### src/rtl/writeback_buffer_pkg.sv
// Shared register-defines package for the writeback buffer.
// Holds the default buffer depth, the entry field widths, the x0 register
// index and the packed entry type used by the buffer and its storage.
package writeback_buffer_pkg;

   localparam int unsigned WbDepthDefault = 4;
   localparam int unsigned RdWidth        = 5;
   localparam int unsigned DataWidth      = 32;
   localparam int unsigned EntryWidth     = RdWidth + DataWidth;
   localparam logic [RdWidth-1:0] RegX0   = '0;

   typedef struct packed {
      logic [RdWidth-1:0]   rd;
      logic [DataWidth-1:0] data;
   } wb_entry_t;

   function automatic wb_entry_t pack_entry(logic [RdWidth-1:0] rd, logic [DataWidth-1:0] data);
      wb_entry_t e;
      e.rd   = rd;
      e.data = data;
      return e;
   endfunction

endpackage

### src/rtl/wb_fifo_ram.sv
// Entry storage for the writeback buffer: DEPTH x WIDTH register array with
// two synchronous write ports and one asynchronous read port. Contents are
// not reset. The two write addresses are distinct whenever both enables are
// high.
// Ports:
//   clk                          clock
//   we_a, addr_a, wdata_a        write port A
//   we_b, addr_b, wdata_b        write port B
//   raddr, rdata                 combinational read port
module wb_fifo_ram #(
   parameter int unsigned DEPTH = 4,
   parameter int unsigned WIDTH = 37
) (
   input  logic                     clk,
   input  logic                     we_a,
   input  logic [$clog2(DEPTH)-1:0] addr_a,
   input  logic [WIDTH-1:0]         wdata_a,
   input  logic                     we_b,
   input  logic [$clog2(DEPTH)-1:0] addr_b,
   input  logic [WIDTH-1:0]         wdata_b,
   input  logic [$clog2(DEPTH)-1:0] raddr,
   output logic [WIDTH-1:0]         rdata
);

   logic [WIDTH-1:0] mem [DEPTH];

   always_ff @(posedge clk) begin
      if (we_a) mem[addr_a] <= wdata_a;
      if (we_b) mem[addr_b] <= wdata_b;
   end

   assign rdata = mem[raddr];

endmodule

### src/rtl/writeback_buffer.sv
// Writeback buffer: merges ALU and load results into one register-file write
// port. Up to two results are accepted per cycle (ALU first, then LSU) and at
// most one is drained per cycle. Results targeting x0 are accepted but dropped.
// Ports:
//   clk, reset_n                         clock, async active-low reset
//   alu_valid/alu_rd/alu_data/alu_ready  ALU result offer and accept
//   lsu_valid/lsu_rd/lsu_data/lsu_ready  load result offer and accept
//   wb_hold                              stalls draining
//   rf_we/rf_addr/rf_wdata               register file write port
//   count/full/empty                     occupancy status
module writeback_buffer
   import writeback_buffer_pkg::*;
#(
   parameter int unsigned DEPTH = WbDepthDefault
) (
   input  logic                       clk,
   input  logic                       reset_n,
   input  logic                       alu_valid,
   input  logic [RdWidth-1:0]         alu_rd,
   input  logic [DataWidth-1:0]       alu_data,
   output logic                       alu_ready,
   input  logic                       lsu_valid,
   input  logic [RdWidth-1:0]         lsu_rd,
   input  logic [DataWidth-1:0]       lsu_data,
   output logic                       lsu_ready,
   input  logic                       wb_hold,
   output logic                       rf_we,
   output logic [RdWidth-1:0]         rf_addr,
   output logic [DataWidth-1:0]       rf_wdata,
   output logic [$clog2(DEPTH+1)-1:0] count,
   output logic                       full,
   output logic                       empty
);

   localparam int unsigned PtrW = $clog2(DEPTH);
   localparam int unsigned CntW = $clog2(DEPTH + 1);

   logic [PtrW-1:0] head_q, tail_q;
   logic [CntW-1:0] count_q;
   logic            alu_push, lsu_push, pop;
   logic [PtrW-1:0] lsu_addr;
   wb_entry_t       head_entry;
   logic [EntryWidth-1:0] rd_raw;

   assign empty = (count_q == '0);
   assign full  = (count_q == CntW'(DEPTH));
   assign count = count_q;

   // Readiness looks only at registered occupancy, never at the same-cycle pop,
   // so a full buffer refuses new results even while draining.
   assign alu_ready = (count_q <= CntW'(DEPTH - 1));
   assign lsu_ready = (count_q <= CntW'(DEPTH - 2)) ||
                      ((count_q == CntW'(DEPTH - 1)) && !alu_valid);

   assign alu_push = alu_valid && alu_ready && (alu_rd != RegX0);
   assign lsu_push = lsu_valid && lsu_ready && (lsu_rd != RegX0);
   assign pop      = !empty && !wb_hold;

   // LSU lands right behind the ALU entry when both are stored this cycle.
   assign lsu_addr = tail_q + PtrW'(alu_push);

   wb_fifo_ram #(
      .DEPTH (DEPTH),
      .WIDTH (EntryWidth)
   ) u_ram (
      .clk     (clk),
      .we_a    (alu_push),
      .addr_a  (tail_q),
      .wdata_a (pack_entry(alu_rd, alu_data)),
      .we_b    (lsu_push),
      .addr_b  (lsu_addr),
      .wdata_b (pack_entry(lsu_rd, lsu_data)),
      .raddr   (head_q),
      .rdata   (rd_raw)
   );

   assign head_entry = wb_entry_t'(rd_raw);
   assign rf_we      = pop;
   assign rf_addr    = pop ? head_entry.rd   : '0;
   assign rf_wdata   = pop ? head_entry.data : '0;

   always_ff @(posedge clk or negedge reset_n) begin
      if (!reset_n) begin
         head_q  <= '0;
         tail_q  <= '0;
         count_q <= '0;
      end else begin
         head_q  <= head_q + PtrW'(pop);
         tail_q  <= tail_q + PtrW'(alu_push) + PtrW'(lsu_push);
         count_q <= count_q + CntW'(alu_push) + CntW'(lsu_push) - CntW'(pop);
      end
   end

endmodule

### config.mk
export PLATFORM = sky130hd
export DESIGN_NAME = writeback_buffer
export DESIGN_NICKNAME = d
export VERILOG_FILES = /design/src/rtl/writeback_buffer_pkg.sv /design/src/rtl/wb_fifo_ram.sv /design/src/rtl/writeback_buffer.sv
export SDC_FILE = /design/constraint.sdc
export NUM_CORES = 1
export LEC_CHECK = 0
export ABC_CLOCK_PERIOD_IN_PS = 6800
export CORE_MARGIN = 2
export CORE_UTILIZATION = 40
export DETAILED_ROUTE_END_ITERATION = 16
export GPL_TIMING_DRIVEN = 0
export HOLD_SLACK_MARGIN = 0.02
export SYNTH_ARGS = -nofsm -noshare
export SYNTH_HDL_FRONTEND = slang
export SYNTH_SLANG_ARGS = --single-unit
### constraint.sdc
create_clock -name clk -period 6.8 [get_ports clk]
set_input_delay 1.36 -clock clk [delete_from_list [all_inputs] [get_ports clk]]
set_output_delay 1.36 -clock clk [all_outputs]
set_load 0.01 [all_outputs]
# Yosys cells after proc, flatten, opt, wreduce, memory -nomap -nowiden
# Memory sizes are Yosys's and may differ from the RTL's.
# Cells that the tools add are included.
[word_totals] reg_bits=7 ram_bits=148 out_inout_bits=45 n_memories=1
[memory_table] memory="u_ram.mem" words=4 word_bits=37 read_ports=1 rd_clocked_by_memory_dff=0 write_ports=2 line_no="wb_fifo_ram.sv:25" text="logic [WIDTH-1:0] mem [DEPTH];"
[classes] add_sub_neg=6 n_lt_le_gt_ge=2 eq_ne=2 n_mux=6 reduce_logical=13
[ops] cell="32-bit 2-to-1 mux" n=1
[ops] cell="5-bit nonzero test" n=2
[ops] cell="2-bit by 1-bit adder with 2-bit output" n=3
[ops] cell="3-bit by 1-bit adder with 3-bit output" n=2
[ops] cell="3-bit by 2-bit <= comparator with 1-bit output, second input constant" n=2
[ops] cell="1-bit logical AND" n=6
[ops] cell="5-bit 2-to-1 mux" n=1
[ops] cell="1-bit 2-to-1 mux" n=4
[ops] cell="3-bit by 2-bit equality test with 1-bit output, second input constant" n=1
[ops] cell="3-bit equality test, second input constant" n=1
[ops] cell="1-bit zero test" n=3
[ops] cell="3-bit zero test" n=1
[ops] cell="3-bit by 1-bit subtractor with 3-bit output" n=1
[ops] cell="1-bit logical OR" n=1

# Logic depth before layout (Yosys ltp)
# Gate-level depths: netlist (run 1).
[depth] word_depth=7 ltp_mapped=11 ltp_nobuf=10

# Cells and area by module
# From an unflattened synthesis (run 1), not the netlist that was laid out.
[unflattened] cells_unflattened=446 area_unflattened_um2=8140.3
[modules_own_cells] mod="wb_fifo_ram" n_inst=1 cells_each=369 area_per_inst_um2=7452.1 seq_area_each_um2=4444.3
[modules_own_cells] mod="writeback_buffer" n_inst=1 cells_each=77 area_per_inst_um2=688.2 seq_area_each_um2=175.2

# Least setup slack after synthesis (run 1)
# OpenSTA, ideal clock, no wires.
[synth_timing] path_type="input -> register" startpoint="input alu_rd[1]" endpoint="memory u_ram.mem[1][0], enable pin" t_arrival_ns=4.719 t_required_ns=6.311 slack_ns=1.592 path_stages=7 n_path_buf=0 cell_sequence="or4_1 -> o211ai_1 -> inv_1 -> ha_1 -> xnor2_2 -> nand2_1 -> o32ai_1"
[synth_rtl] element="start, declared" line_no="writeback_buffer.sv:19" text="input logic [RdWidth-1:0] alu_rd,"
[synth_rtl] element="end, declared" line_no="wb_fifo_ram.sv:25"

==> results of run 1 <==
stage by stage:
step | setup WS, ps | hold WS, ps | cell area [sq um] | util
4_1_cts | 1410 | 505 | 10500 | 0.522
2_1_floorplan | 1590 | 461 | 8140 | -
3_5_place_dp | 964 | 493 | 9950 | 0.495
3_3_place_gp | -1780 | 471 | 9710 | 0.483
6_report | 1440 | 504 | 10500 | 0.522
5_1_grt | 1090 | 519 | 10500 | 0.522
sequential cells by signal (all words and copies together), names as in the netlist:
signal / count
u_ram.mem: 148
count: 3
head_q: 2
tail_q: 2
cell usage in the layout (no fill, tap or decap), types with 2 or more instances in the layout:
cell type / count
dfrtp_1: 7
clkbuf_16: 17
buf_8: 2
o21bai_4: 3
buf_6: 9
clkinv_2: 5
mux2_2: 90
nor2_1: 2
and2_1: 37
edfxtp_1: 148
clkdlybuf4s50_1: 123
bufinv_16: 2
xnor2_1: 2
nor4b_2: 2
inv_1: 10
clkbuf_1: 10
buf_2: 10
buf_16: 5
mux4_2: 37
clkinv_1: 3
nand2_1: 4
fa_1: 2
ha_1: 6
nor3_1: 2
mux2_4: 57
kinds of logic (layout without fill, tap and decap cells):
family	Yosys count	in the layout	synth area share
xor gates and xnor gates	4	4	0.00523
DFF	155	155	0.567
AOI/OAI and AO/OA	8	8	0.0101
buffers and inverters	37	199	0.0269
adders and majority gates	8	8	0.0141
and+or+nand+nor	52	52	0.0427
muxes	185	185	0.333
where the power goes:
group / leakage [uW] / total (uW) / switching [uW] / internal (uW)
Combinational: 0.00191 / 1850 / 871 / 977
Sequential: 0.00144 / 1490 / 79.1 / 1410
Clock: 0.000266 / 889 / 359 / 530
Total: 0.00361 / 4230 / 1310 / 2920
layout make-up:
type / instances / area, sq um / area share
Inverter: 10 / 37.5 / 0.00358
Sequential cell: 155 / 4620 / 0.440
Multi-Input combinational cell: 257 / 3350 / 0.320
Timing Repair Buffer: 131 / 1420 / 0.135
Tap cell: 270 / 338 / 0.0322
Clock buffer: 20 / 437 / 0.0416
Buffer: 27 / 181 / 0.0173
Clock inverter: 11 / 104 / 0.00990
worst max path at each step:
stage,endpoint,slack [ps],depth (start not counted)
floorplan,u_ram.mem[1][0]$_DFFE_PP_,1590,7
global placement,u_ram.mem[1][25]$_DFFE_PP_,-1780,4
detailed placement,u_ram.mem[1][30]$_DFFE_PP_,960,10
CTS,u_ram.mem[1][33]$_DFFE_PP_,1410,10
global route,u_ram.mem[1][33]$_DFFE_PP_,1090,10
finish,u_ram.mem[1][33]$_DFFE_PP_,1440,10
synthesized netlist by cell type, types with 2 or more instances:
cell      number  area share
edfxtp_1     148        0.55
mux2_2        90        0.12
mux2_4        57        0.11
and2_1        37       0.028
mux4_2        37        0.10
buf_2         10      0.0061
inv_1         10      0.0046
buf_6          9       0.012
clkbuf_1       7      0.0032
dfrtp_1        7       0.022
ha_1           6      0.0092
nand2_1        4      0.0018
o21bai_1       3      0.0028
fa_1           2      0.0049
nor2_1         2     0.00092
nor3_1         2      0.0012
nor4b_2        2      0.0037
xnor2_1        2      0.0022
per-layer routing:
layer	GRT usage	part of all wire	vias to the layer above
li1	-	-	2083
met4	0.0476	0.011	0
met2	0.315	0.50	113
met3	0.0381	0.038	14
met5	0	0	-
met1	0.248	0.45	2381
worst max-delay path, stage by stage:
cell	delay [ps]
clkdlybuf4s50_1	490
or4_1	560
o211ai_1	850
inv_1	110
ha_1	250
xnor2_2	330
nand2_1	200
nor3_4	540
buf_2	440
mux2_2	380
==> results.toml, run 1 <==
[run_status]
status = "finished clean"

[die]
die_h_um = 147
die_x_um = 147
start_util = 0.405
rows = 52
die_area_sq_um = 21500
pin_count = 124
core_area_sq_um = 20100

[finish]
stdcell_count = 881
layout-drive-gt1-share = 0.408
layout.nets = 686
synthToLayoutAreaGrowth_pct = 28.9
antenna_cells = 0
fillers = 1643

[worst_setup_path]
crit_arrival_ps = 5530
crit_type = "in -> reg"
timing.rr.end = "u_ram.mem[1][33]$_DFFE_PP_"
cp-start-kind = "input port"
crit_path_max_fanout = 10
critPathLaunch = "alu_rd[2]"
crit_required_ps = 6970
critPathCaptureType = "flip-flop"
r2r_slack_ps = 2840
r2r-start = "count[2]$_DFF_PN0_"
r2r_cells = 11

[cts]
postCtsSetupRepairBufs = 0
clkTransAtPathRegs_ps = 60
htreeDepth = 4
root_buffer = "clkbuf_16"
cts_made_buffers = 17
cts_max_path_buffers = 2
cts_resized = 0
cts_tree = "done"
clk-insertion-delay-late_ps = 420
cts_hold_buf = 0
numClockSinks = 155

[synth]
ys.flop_type = "edfxtp_1"
async_flop_share = 0.0452
syn-mean-instance-area_sq_um = 18.1
synth_edf_count = 148
synthCells = 449
synth_area_sq_um = 8140
yosys_warnings = 0
yosysSeqAreaShare = 0.567
synth_cell_type_count = 32
synth_seq_cells = 155
syn_nets = 536

[placement]
dp_hpwl_um = 12900
finalWeightedCongestion = 0.765
port_buffers = 123
dp_cells = 850

[drt]
ant_nets = 0
totalWireLength_um = 19100
vias = 4591
vias_per_cell = 5.21
drc = 0
drt_iter0_drc = 258
first_pass_iters = 4
wl_per_cell_um = 21.7

[sta]
fin_crit_ps = 5360
max_slew.worst_pin.slew_ps = 1060
drv_slew = 0
relSlewSlack = 0.293
fin_crit_sh = 0.788
rsz0062_at_grt = "false"
hold_viol_final = 0
clock_skew_ps = 8.09
fin_tns_setup_ps = 0
max_freq_ghz = 0.187
setup_viol = 0

[pwr]
power_uw = 4230
max-vdd-ir-drop_v = 0.000234
leakagePower_uw = 0.00361
p_per_area_nw_per_um2 = 403

[global_routing]
gr-total-overflow = 0
antenna_found_initial = 0
grt_start_max_net_pins = 23
grt_pass1_vias = 5010
grtUsageTotal = 0.186
grt_pass1_wl_um = 29800

[worst_hold_path]
hp-start = "head_q[0]$_DFF_PN0_"
hold_depth = 1
hold_path_class = "reg -> reg"
hold_path_end = "head_q[0]$_DFF_PN0_"

[flow_run]
cap_violations = 0
Power figures use the tool's default switching activity.
==> run 2, diff against run 1 <==
--- a/config.mk
+++ b/config.mk
@@ -5,7 +5,7 @@
 export SDC_FILE = /design/constraint.sdc
 export NUM_CORES = 1
 export LEC_CHECK = 0
-export ABC_CLOCK_PERIOD_IN_PS = 6800
+export ABC_CLOCK_PERIOD_IN_PS = 5560
 export CORE_MARGIN = 2
 export CORE_UTILIZATION = 40
 export DETAILED_ROUTE_END_ITERATION = 16
==> constraint.sdc (replaced) <==
create_clock -name clk -period 5.56 [get_ports clk]
set_input_delay 1.112 -clock clk [delete_from_list [all_inputs] [get_ports clk]]
set_output_delay 1.112 -clock clk [all_outputs]
set_load 0.01 [all_outputs]
==> results of run 2 <==
The final DEF is identical to that of run 1. Status: finished clean.
Main changes from that run: setup slack after placement 964 ps -> -27.5 ps; setup slack after layout 1440 ps -> 447 ps; register-to-register setup slack 2840 ps -> 1600 ps; total power 4230 uW -> 5170 uW; worst IR drop on VDD 0.000234 V -> 0.000286 V
